==> config.mk <==
export PLATFORM = sky130hd
export DESIGN_NAME = bin_to_bcd_serial
export DESIGN_NICKNAME = d
export VERILOG_FILES = /design/src/rtl/bin2bcd_pkg.sv /design/src/rtl/bcd_digit_adj.sv /design/src/rtl/bin_to_bcd_serial.sv
export SDC_FILE = /design/constraint.sdc
export NUM_CORES = 1
export LEC_CHECK = 0
export CAP_MARGIN = 20
export CORE_AREA = 2 2 68 70
export CTS_CLUSTER_DIAMETER = 200
export DETAILED_ROUTE_END_ITERATION = 10
export DIE_AREA = 0 0 70 72
export DONT_BUFFER_PORTS = 1
export HOLD_SLACK_MARGIN = 0.02
export PLACE_DENSITY = 0.66
export SLEW_MARGIN = 10
export SYNTH_ARGS = -nofsm -noshare
export SYNTH_HDL_FRONTEND = slang
export SYNTH_SLANG_ARGS = --single-unit
==> constraint.sdc <==
create_clock -name clk -period 3 [get_ports clk]
set_input_delay 0.45 -clock clk [delete_from_list [all_inputs] [get_ports clk]]
set_output_delay 0.45 -clock clk [all_outputs]
set_load 0.02 [all_outputs]
==> src/rtl/bin2bcd_pkg.sv <==
// Shared types and helpers for the serial binary-to-BCD converter.
package bin2bcd_pkg;

  localparam int unsigned BCD_DIGIT_W = 4;

  typedef enum logic [1:0] {
    IDLE,
    SHIFT,
    DONE
  } state_t;

  // Decimal digits needed to hold any WIDTH-bit value: ceil(width*log10(2)).
  function automatic int unsigned min_digits(input int unsigned width);
    return (width * 30103 + 99999) / 100000;
  endfunction

endpackage

==> src/rtl/bcd_digit_adj.sv <==
// Double-dabble digit correction: add 3 to a BCD digit that is 5 or more.
module bcd_digit_adj
  import bin2bcd_pkg::*;
(
  input  logic [BCD_DIGIT_W-1:0] digit,
  output logic [BCD_DIGIT_W-1:0] adj
);

  always_comb begin
    adj = digit;
    if (digit >= 4'd5) adj = digit + 4'd3;
  end

endmodule

==> src/rtl/bin_to_bcd_serial.sv <==
// Sequential shift-and-add-3 binary-to-BCD converter with valid/ready on both
// sides and a sticky overflow flag for values that do not fit in DIGITS digits.
module bin_to_bcd_serial
  import bin2bcd_pkg::*;
#(
  parameter int unsigned WIDTH  = 8,
  parameter int unsigned DIGITS = 3
) (
  input  logic                          clk,
  input  logic                          rst_n,
  input  logic                          in_valid,
  output logic                          in_ready,
  input  logic [WIDTH-1:0]              in_bin,
  output logic                          out_valid,
  input  logic                          out_ready,
  output logic [BCD_DIGIT_W*DIGITS-1:0] out_bcd,
  output logic                          overflow
);

  localparam int unsigned BW = BCD_DIGIT_W * DIGITS;
  localparam int unsigned CW = $clog2(WIDTH + 1);
  localparam logic [CW-1:0] LAST = CW'(WIDTH - 1);

  state_t          state, state_nx;
  logic [CW-1:0]   cnt;
  logic [WIDTH-1:0] bin_q;
  logic [BW-1:0]   bcd_q, bcd_adj, bcd_sh, out_bcd_q;
  logic            ovf_q, ovf_sh, ovf_out_q;
  logic            accept, last;

  for (genvar g = 0; g < DIGITS; g++) begin : g_adj
    bcd_digit_adj u_adj (
      .digit (bcd_q[g*BCD_DIGIT_W +: BCD_DIGIT_W]),
      .adj   (bcd_adj[g*BCD_DIGIT_W +: BCD_DIGIT_W])
    );
  end

  // Bit leaving the top digit means the value has reached 10**DIGITS.
  assign bcd_sh = {bcd_adj[BW-2:0], bin_q[WIDTH-1]};
  assign ovf_sh = ovf_q | bcd_adj[BW-1];
  assign last   = (cnt == LAST);

  always_ff @(posedge clk or negedge rst_n) begin
    if (!rst_n) state <= IDLE;
    else        state <= state_nx;
  end

  // in_ready is held low while reset is asserted so every output reads 0.
  always_comb begin
    state_nx  = state;
    in_ready  = 1'b0;
    out_valid = 1'b0;
    accept    = 1'b0;
    case (state)
      IDLE: begin
        in_ready = rst_n;
        if (in_valid) begin
          accept   = 1'b1;
          state_nx = SHIFT;
        end
      end
      SHIFT: begin
        if (last) state_nx = DONE;
      end
      DONE: begin
        out_valid = 1'b1;
        in_ready  = out_ready & rst_n;
        if (out_ready) begin
          accept   = in_valid;
          state_nx = in_valid ? SHIFT : IDLE;
        end
      end
      default: state_nx = IDLE;
    endcase
  end

  always_ff @(posedge clk or negedge rst_n) begin
    if (!rst_n) begin
      cnt       <= '0;
      bin_q     <= '0;
      bcd_q     <= '0;
      ovf_q     <= 1'b0;
      out_bcd_q <= '0;
      ovf_out_q <= 1'b0;
    end else if (accept) begin
      cnt   <= '0;
      bin_q <= in_bin;
      bcd_q <= '0;
      ovf_q <= 1'b0;
    end else if (state == SHIFT) begin
      cnt   <= cnt + CW'(1);
      bin_q <= bin_q << 1;
      bcd_q <= bcd_sh;
      ovf_q <= ovf_sh;
      if (last) begin
        out_bcd_q <= bcd_sh;
        ovf_out_q <= ovf_sh;
      end
    end
  end

  assign out_bcd  = out_bcd_q;
  assign overflow = ovf_out_q;

endmodule
==> reports/metrics.csv <==
stage,metric,value,unit
outcome,status,"complete, no violations",
place,Place WS,1.103,ns
setup_path,worst r2r src,state[1]$_DFFE_PN0P_,
sta,Fin Hold WS,0.2853,ns
final_layout,"most common cell after layout, fill and taps aside",dfrtp_1,
min_path,worst hold path type,input port to flip-flop,
global_routing,vias in the first global route,1336,
route,Remaining DRCs,0,
sta,fmax,521.3,MHz
logic_synthesis,Mapped Cells,182,
place,Placer Congestion,0.7549,
global_routing,global-route wire length before repair,6.120,mm
setup_path,nature of the critical path startpoint,flip-flop,
die,Initial Util,44.13,%
power_and_ir_drop,Comb pwr share,37.4,%
die,core area,4264,sq um
clock_network,# clock sinks,40,
logic_synthesis,Post-synth EDFFs,0,
logic_synthesis,top cell type's share of synthesized area,53.19,%
final_layout,final-layout fill cell count,401,
clock_network,TritonCTS clock tree,built,
sta,Final Critical Period,1.918,ns
setup_path,required time worst endpoint,2.55,ns
die,Die ar.,5040,sq um
sta,Final WS setup,1.082,ns
sta,Setup-failing EPs final,0,
logic_synthesis,yosys warns,0,
clock_network,clock slew at reported path FFs,0.08,ns
final_layout,Seq. cell area,1001,sq um
clock_network,Post-CTS Setup Inserts,0,
clock_network,clk_lat worst skew,0.29,ns
logic_synthesis,#FFs+latches synth,40,
sta,Fin Setup TNS,0,ns
sta,Final Cycle Share,63.94,%
power_and_ir_drop,Sequential Power Share,45.4,%
power_and_ir_drop,peak supply drop,0.0004014,V
sta,Max Transition Viols Final,0,
logic_synthesis,Synthesized Nets,201,
logic_synthesis,dominant synthesized flop cell,dfrtp_1,
setup_path,reg-to-reg endpoint,out_bcd[5]$_DFFE_PN0P_,
power_and_ir_drop,Sw Share,40.95,%
sta,Worst Max-Slew Pin Slew,0.8482,ns
route,via count,1297,
setup_path,CP Cell Sequence,"nor2b_1, nor3b_1",
power_and_ir_drop,switching pwr,1.000,mW
die,IO Count,27,
clock_network,root buf cell,clkbuf_8,
setup_path,slowest CP cell,nor3b_1,
logic_synthesis,share of flip-flops with an asynchronous set or reset,100.0,%
route,vias per std cell,5.473,
setup_path,reg2reg path depth,4,
run,max_cap viols,0,
die,row count,24,
logic_synthesis,ranking of synthesized cells by area,"dfrtp_1 (53%), nand2_1 (5.4%), ha_1 (4.7%)",
sta,RSZ-0062 raised after global routing,false,
power_and_ir_drop,Tot Pwr,2.443,mW
global_routing,largest net degree at the start of global routing,41,
logic_synthesis,Synth area leader,dfrtp_1,
clock_network,clk buf depth,2,
logic_synthesis,Yosys cell types,30,
sta,skew final,0.007483,ns
route,drt wl/cell,14.72,um
global_routing,GRT overflow,0,
final_layout,Final #Nets,203,
setup_path,reg2reg setup slack,1.09,ns
final_layout,# diodes,0,
global_routing,gr usage total,15.35,%
power_and_ir_drop,share of power burned in the clock network,17.3,%
setup_path,crit path capture type,output pin,
final_layout,share of layout cells above drive strength 1,9.730,%
sta,Final Hold Violating Endpoints,0,
clock_network,H-tree depth,2,
place,DP HPWL,2.395,mm
route,DRT iter0 DRCs,112,
place,IO Port Bufs,0,
setup_path,Critical Path Fanout Max,4,
die,die span in x,70,um
clock_network,CTS resizes,0,
setup_path,crit path kind,flip-flop to output pin,
setup_path,Worst Path Arrival,1.47,ns
route,DR pass1 iterations,4,
min_path,hold path depth,2,
final_layout,most frequent cells in the layout,"dfrtp_1 (40), nand2_1 (27), a21oi_1 (14), inv_1 (9), o21ai_0 (9)",
clock_network,CTS Buf Count,5,
setup_path,Crit path largest cell delay,0.62,ns
sta,Rel. slew slack,43.15,%
min_path,hold_sp,in_bin[0],
clock_network,CTS Hold Buffers Added,2,
route,"antenna viol nets, final",0,
die,Die H,72,um
global_routing,initial antenna violation count,0,
setup_path,crit path launch,state[1]$_DFFE_PN0P_,
logic_synthesis,"Cell Area, Synth",1882,sq um
logic_synthesis,"Seq/Total Area, Yosys",53.19,%
min_path,Hold EP,bin_q[0]$_DFFE_PN0P_,
logic_synthesis,average size of a mapped cell,10.34,sq um
power_and_ir_drop,Internal,1.442,mW
route,final WL,3.489,mm
power_and_ir_drop,P per Cell Area,1193,nW/um^2
final_layout,Area Overhead vs Synth,8.843,%
power_and_ir_drop,leakage power figure,0.9461,nW
final_layout,area of the multi-input gates,803.3,sq um
worst max path at each step:
| stage | endpoint | slack, ns | cells after the start |
|---|---|---|---|
| 3_5_place_dp | out_bcd[9]$_DFFE_PN0P_ | 1.10 | 4 |
| 4_1_cts | in_ready | 1.07 | 2 |
| 3_3_place_gp | out_bcd[6]$_DFFE_PN0P_ | 1.19 | 4 |
| 5_1_grt | bcd_q[3]$_DFFE_PN0P_ | 0.95 | 4 |
| 6_report | in_ready | 1.08 | 2 |
| 2_1_floorplan | in_ready | 1.51 | 2 |
power by group through the flow:
stage / clock, mW / sequential, mW / combinational [mW]
5_1_grt: 0.460 / 1.14 / 1.06
4_1_cts: 0.436 / 1.11 / 0.926
6_report: 0.421 / 1.11 / 0.912
2_1_floorplan: 0 / 1.06 / 0.784
3_5_place_dp: 0 / 1.12 / 0.906
3_3_place_gp: 0 / 1.11 / 0.862
kinds of logic after synthesis:
group / share of synthesized area, %
AND/OR/NAND/NOR: 15.23
AO/OA/AOI/OAI: 14.43
flip-flops: 53.19
buffers and inverters: 4.388
multiplexers: 5.785
adder cells (fa/ha/maj): 4.654
XOR/XNOR: 2.328
state kept, by name, summed over array words and instances, names as in the netlist:
| register | flops |
|---|---|
| out_bcd | 12 |
| overflow | 1 |
| bcd_q | 12 |
| bin_q | 8 |
| cnt | 4 |
| ovf_q | 1 |
| state | 2 |
per-layer routing:
layer	vias up	global-route usage (%)	part of all wire [%]
met5	-	0	0
met4	0	4.701	1.3
met3	6	4.861	5.0
met2	30	26.46	48
met1	633	18.58	46
li1	628	-	-
stage by stage:
step                instance area (sq um)  util (%)  instances
floorplan                            1882         -        182
global placement                     1911     44.81        227
detailed placement                   1911     44.81        227
CTS                                  2048     48.03        237
global route                         2048     48.03        237
finish                               2048     48.03        237
cells in the mapped netlist (all sizes together) (3+ instances only):
cell    instances
nor3b           7
mux2i           3
ha              7
xnor2           3
a22o            6
nand2b          5
inv             9
a21oi          14
dfrtp          40
a22oi           7
buf             7
nor3            5
nor2            8
mux2            7
nand2          27
nand3           3
o21ai          12
layout make-up:
class                      instances  area share, %
multi-input combinational        125          39.22
tap                               52          3.177
clock buffer                       6          3.543
clock inverter                     2          1.710
inverter                           9          1.649
sequential                        40          48.87
timing repair buffer               3          1.833
critical path, delay by kind of cell, from the launching register on:
kind	cells	cell delay, ns
and+or+nand+nor	2	0.79
DFF	1	0.39
Power figures use the tool's default switching activity.
==> patch 1, RTL diff (same flow settings) <==
The parameter `WIDTH` goes from 8 to 4.
--- a/src/rtl/bin_to_bcd_serial.sv
+++ b/src/rtl/bin_to_bcd_serial.sv
@@ -5,3 +5,3 @@
 #(
-  parameter int unsigned WIDTH  = 8,
+  parameter int unsigned WIDTH  = 4,
   parameter int unsigned DIGITS = 3
Ports: changed (resized in_bin); port bits go from 27 to 23. No check against the original RTL was run, so the function may have changed too.
==> patch 1 against the original RTL <==
  * Utilization shrank 4.8 points
  * Combinational power is 20% lower
  * Sequential cell count fell by 5
  * Wire length decreased by 13%
  * Setup slack gained 0.063 ns
  * Synthesized area fell by 9.6%
  * Sequential power is 19% lower
  * Cell area fell by 10%
  * Non-clock buffer count is 1 lower
  * Worst hold slack worse by 0.024 ns
  * Clock skew increased by 0.0030 ns
  * Die area did not move
  * Total power down 17%
  * Critical path type unchanged
  * Critical endpoint unchanged
==> patch 1: results (changes against the original RTL) <==
Final layout
  • Layout cells sized above 1: 8.05% (-1.7 points)
  • Area growth syn-to-layout: 8.39%
  • Diode count: 0 (unchanged)
  • Filler cells: 422 (+5.2%)
  • Final Non-Filler Cells: 226 (-4.6%)

Pwr
  • Max IR drop VDD: 408 uV (+1.6%)
  • Static Leak: 0.000821 uW (-13%)

Logic synthesis
  • Async SR Flop Fraction: 100% (unchanged)
  • Ranking of synthesized cells by area: dfrtp_1 52%, o21ai_0 6.5%, nand2_1 6.4%
  • Register area share after synthesis: 51.5% (-1.7 points)
  • Synth cell count leaders: 35 x dfrtp_1, 29 x nand2_1, 22 x o21ai_0, 13 x a21oi_1, 11 x inv_1
  • Netlist cell types: 29 (-3.3%)
  • Yosys warning count: 0 (unchanged)
  • Syn avg cell area: 9.89 um2 (-4.4%)
  • Synth Flop Type: dfrtp_1
  • Post-Syn Nets: 188 (-6.5%)

Placement
  • Post-DP Area: 0.00171 mm2 (-10%)
  • Place WS: 1.31 ns (+0.205 ns)
  • Post-DP HPWL: 2000 um (-17%)
  • Dpl cells: 217 (-4.4%)
  • GP Congestion: 0.754 (-0.16%)

Route
  • Met3 wire len: 192 um (+9.7%)
  • Metal-1 WL: 1410 um (-11%)
  • DRT Wirelength: 3040 um (-13%)
  • Met2 wire len: 1350 um (-19%)
  • Drt initial violations: 72 (-36%)
  • Highest metal layer with signal wires: met4
  • Vias post-DR: 1160 (-11%)

Clocking
  • CTS buffer count: 5 (unchanged)
  • Worst-path clk slew: 0.06 ns (-0.02 ns)

Setup path
  • Cell family with the largest share of critical-path delay: simple AND/OR/NAND/NOR gates
  • Delay of the slowest critical-path stage: 0.56 ns (-0.06 ns)
  • Critical Path AT: 1.40 ns (-0.07 ns)

Timing
  • Final Slew Violations: 0 (unchanged)
  • Clk_skew: 0.0104 ns (+0.00296 ns)
  • Max_slew headroom: 54.5% (+11 points)
  • Final setup fails: 0 (unchanged)

Global routing
  • Overall Global Routing Usage: 13.9% (-1.4 points)
  • First-pass GRT wire length: 5390 um (-12%)
  • Initial antenna violation count: 0 (unchanged)
  • Largest net degree at the start of global routing: 36 (-12%)

Status
  • Status: completed
[patch 1: changes by cell type after synthesis, sizes merged, moves of 5 or more]
| cell | change |
|---|---|
| a22o | -5 |
| a22oi | -7 |
| dfrtp | -5 |
| nor2 | -6 |
| o21ai | +19 |
[patch 1: power breakdown]
group          switching (uW)  internal (uW)  leakage, uW  total [uW]
logic                     436            296     0.000321         732
registers                 236            662     0.000449         898
clock network             164            243    0.0000513         407
[patch 1: area by class of cell]
cell class,count,share of cell area [%]
clock buffers,6,3.94
flip-flops and latches,35,47.5
repair buffers,2,1.63
well taps,52,3.53
clock inverters,1,1.63
inverters,11,2.24
multi-input cells,119,39.5
[patch 1: layer usage]
metal  global-route usage, %  vias up
li1                        -      592
met1                    16.7      536
met2                    21.3       25
met3                    5.56        7
met4                    8.33        0
met5                       0        -
[patch 1: logic make-up (layout without fill, tap and decap cells)]
logic type	after synthesis	in the layout	synth area share, %
compound gates	50	50	16.2
buf+inv	18	20	5.67
flops	35	35	51.5
simple gates	53	53	15.7
mux	5	5	3.46
fa+ha+maj	8	8	5.89
xor+xnor	3	3	1.55
[patch 1: final timing paths]
kind / start / endpoint / slack, ns / cells after the start
worst max-delay path: state[1] / in_ready / 1.15 / 2
worst min-delay path: out_ready / state[1] / 0.26 / 1
worst max register to register: bcd_q[8] / bcd_q[10] / 1.31 / 6
worst min register to register: bin_q[1] / bin_q[2] / 0.49 / 2
max in group asynchronous: rst_n / state[1] / 2.22 / 2
min in group asynchronous: rst_n / out_bcd[3] / 0.60 / 2
[patch 1: repair_timing]
item                                    CTS  global route
resized for setup                         0             0
hold buffers                              2             0
hold endpoints to repair                 35             0
buffers inserted                          0             0
endpoints found under the setup margin    0             0
==> patch 2, RTL diff (same settings) <==
Without the edit above. Reset style: synchronous (`rst_n`), changed in 2 clocked blocks.
--- a/src/rtl/bin_to_bcd_serial.sv
+++ b/src/rtl/bin_to_bcd_serial.sv
@@ -42,3 +42,3 @@
 
-  always_ff @(posedge clk or negedge rst_n) begin
+  always_ff @(posedge clk) begin
     if (!rst_n) state <= IDLE;
@@ -76,3 +76,3 @@
 
-  always_ff @(posedge clk or negedge rst_n) begin
+  always_ff @(posedge clk) begin
     if (!rst_n) begin
Check against the original RTL: differs if rst_n is asserted again (counterexample within 10 cycles, from zero or initial values and one cycle with rst_n low); with rst_n held inactive, the same outputs for 10 cycles.
==> patch 2 against the original RTL <==
  * Synthesized area is 1.7% lower
  * Highest routed layer unchanged
  * Fmax is 11% higher
  * Setup slack better by 0.20 ns
  * Die area stayed put
  * Cell area is 4.5% lower
  * Sequential cell count stayed put
  * Wire length is 1.0% higher
  * Sequential share of layout area is 7.9 points lower
  * Critical path depth is 3 higher
  * Clock skew is 0.0030 ns lower
Power is not compared: it rests on default switching activity, and its combinational part moved more than twofold at a synthesized area within 25%.
==> patch 2: results (changes against the original RTL) <==
Logic synthesis
  • Async SR Flop Fraction: 0% (-100 points)
  • Mux cell area share after synthesis: 2.37% (-3.4 points)
  • Ranking of synthesized cells by area: dfxtp_1 43%, nand2_1 6.1%, ha_1 4.7%
  • Synth Flop Type: dfxtp_1
  • Register area share after synthesis: 43.3% (-9.9 points)
  • Synth cell count leaders: 40 x dfxtp_1, 30 x nand2_1, 13 x a21oi_1, 11 x o22ai_1, 8 x a21boi_1
  • Netlist cell types: 37 (+23%)
  • Post-Synth Adder-Cell Area: 4.73% (+0.079 points)
  • Post-synthesis xor/xnor area fraction: 2.84% (+0.51 points)
  • Post-synthesis compound-gate area fraction: 23.2% (+8.8 points)
  • Yosys warning count: 0 (unchanged)

Route
  • Metal-1 WL: 1750 um (+10%)
  • DRT Wirelength: 3520 um (+1.0%)
  • Met2 wire len: 1490 um (-11%)
  • DR WL/cell: 13.8 um (-6.5%)
  • Drt initial violations: 61 (-46%)
  • Met3 wire len: 208 um (+19%)

Placement
  • Place WS: 1.28 ns (+0.179 ns)
  • GP Congestion: 0.874 (+16%)
  • Post-DP HPWL: 2450 um (+2.4%)
  • Dpl cells: 248 (+9.3%)
  • Post-DP Area: 0.00186 mm2 (-2.5%)

Setup path
  • Worst path slowest cell: nor2b_1
  • Worst R2R End: cnt[3]
  • Crit Path Class: reg2reg
  • FF-to-FF Start: state[0]
  • Delay of the slowest critical-path stage: 0.52 ns (-0.10 ns)
  • Reg2Reg Depth: 5 (+1)
  • Worst-path maximum fanout: 13 (+9)
  • Critical Path AT: 1.91 ns (+0.44 ns)

Final layout
  • Layout cells sized above 1: 11.8% (+2.0 points)
  • Filler cells: 434 (+8.2%)
  • Diode count: 0 (unchanged)

Timing
  • Fmax achieved: 581 MHz (+11%)
  • Worst hold slack: 0.276 ns (-0.00893 ns)

Clocking
  • CTS buffer count: 5 (unchanged)
  • CTS H-tree lvls: 2 (unchanged)
  • Maximum root-to-sink buffer count: 2 (unchanged)

Global routing
  • Largest net degree at the start of global routing: 28 (-32%)
  • First-pass GRT wire length: 5920 um (-3.3%)
  • Met1 Use GR: 18.7% (+0.15 points)
  • Met3 GRT Util: 5.69% (+0.83 points)

Worst hold path
  • WHS Path Cells: 1 (-1)
  • Hold Startpoint: rst_n

Status
  • Status: completed
==> patch 2: how the worst min path moves through the flow <==
stage	end
detailed placement	bin_q[6]
finish	state[0]
global placement	bin_q[2]
global route	out_bcd[3]
CTS	state[0]
floorplan	bin_q[1]
==> patch 2: layout make-up <==
type | count | area [um2] | share of cell area, %
well taps | 52 | 65.1 | 3.33
flip-flops and latches | 40 | 801 | 40.9
clock buffers | 6 | 82.6 | 4.22
repair buffers | 3 | 22.5 | 1.15
inverters | 7 | 26.3 | 1.34
clock inverters | 2 | 10.0 | 0.512
multi-input cells | 146 | 948 | 48.5
==> patch 2: power by group through the flow <==
stage | Combinational [uW] | Sequential (uW) | Clock (uW)
4_1_cts | 83.1 | 554 | 378
5_1_grt | 94.4 | 557 | 399
3_3_place_gp | 81.7 | 567 | 0
3_5_place_dp | 82.5 | 567 | 0
6_report | 81.5 | 554 | 369
2_1_floorplan | 78.9 | 564 | 0
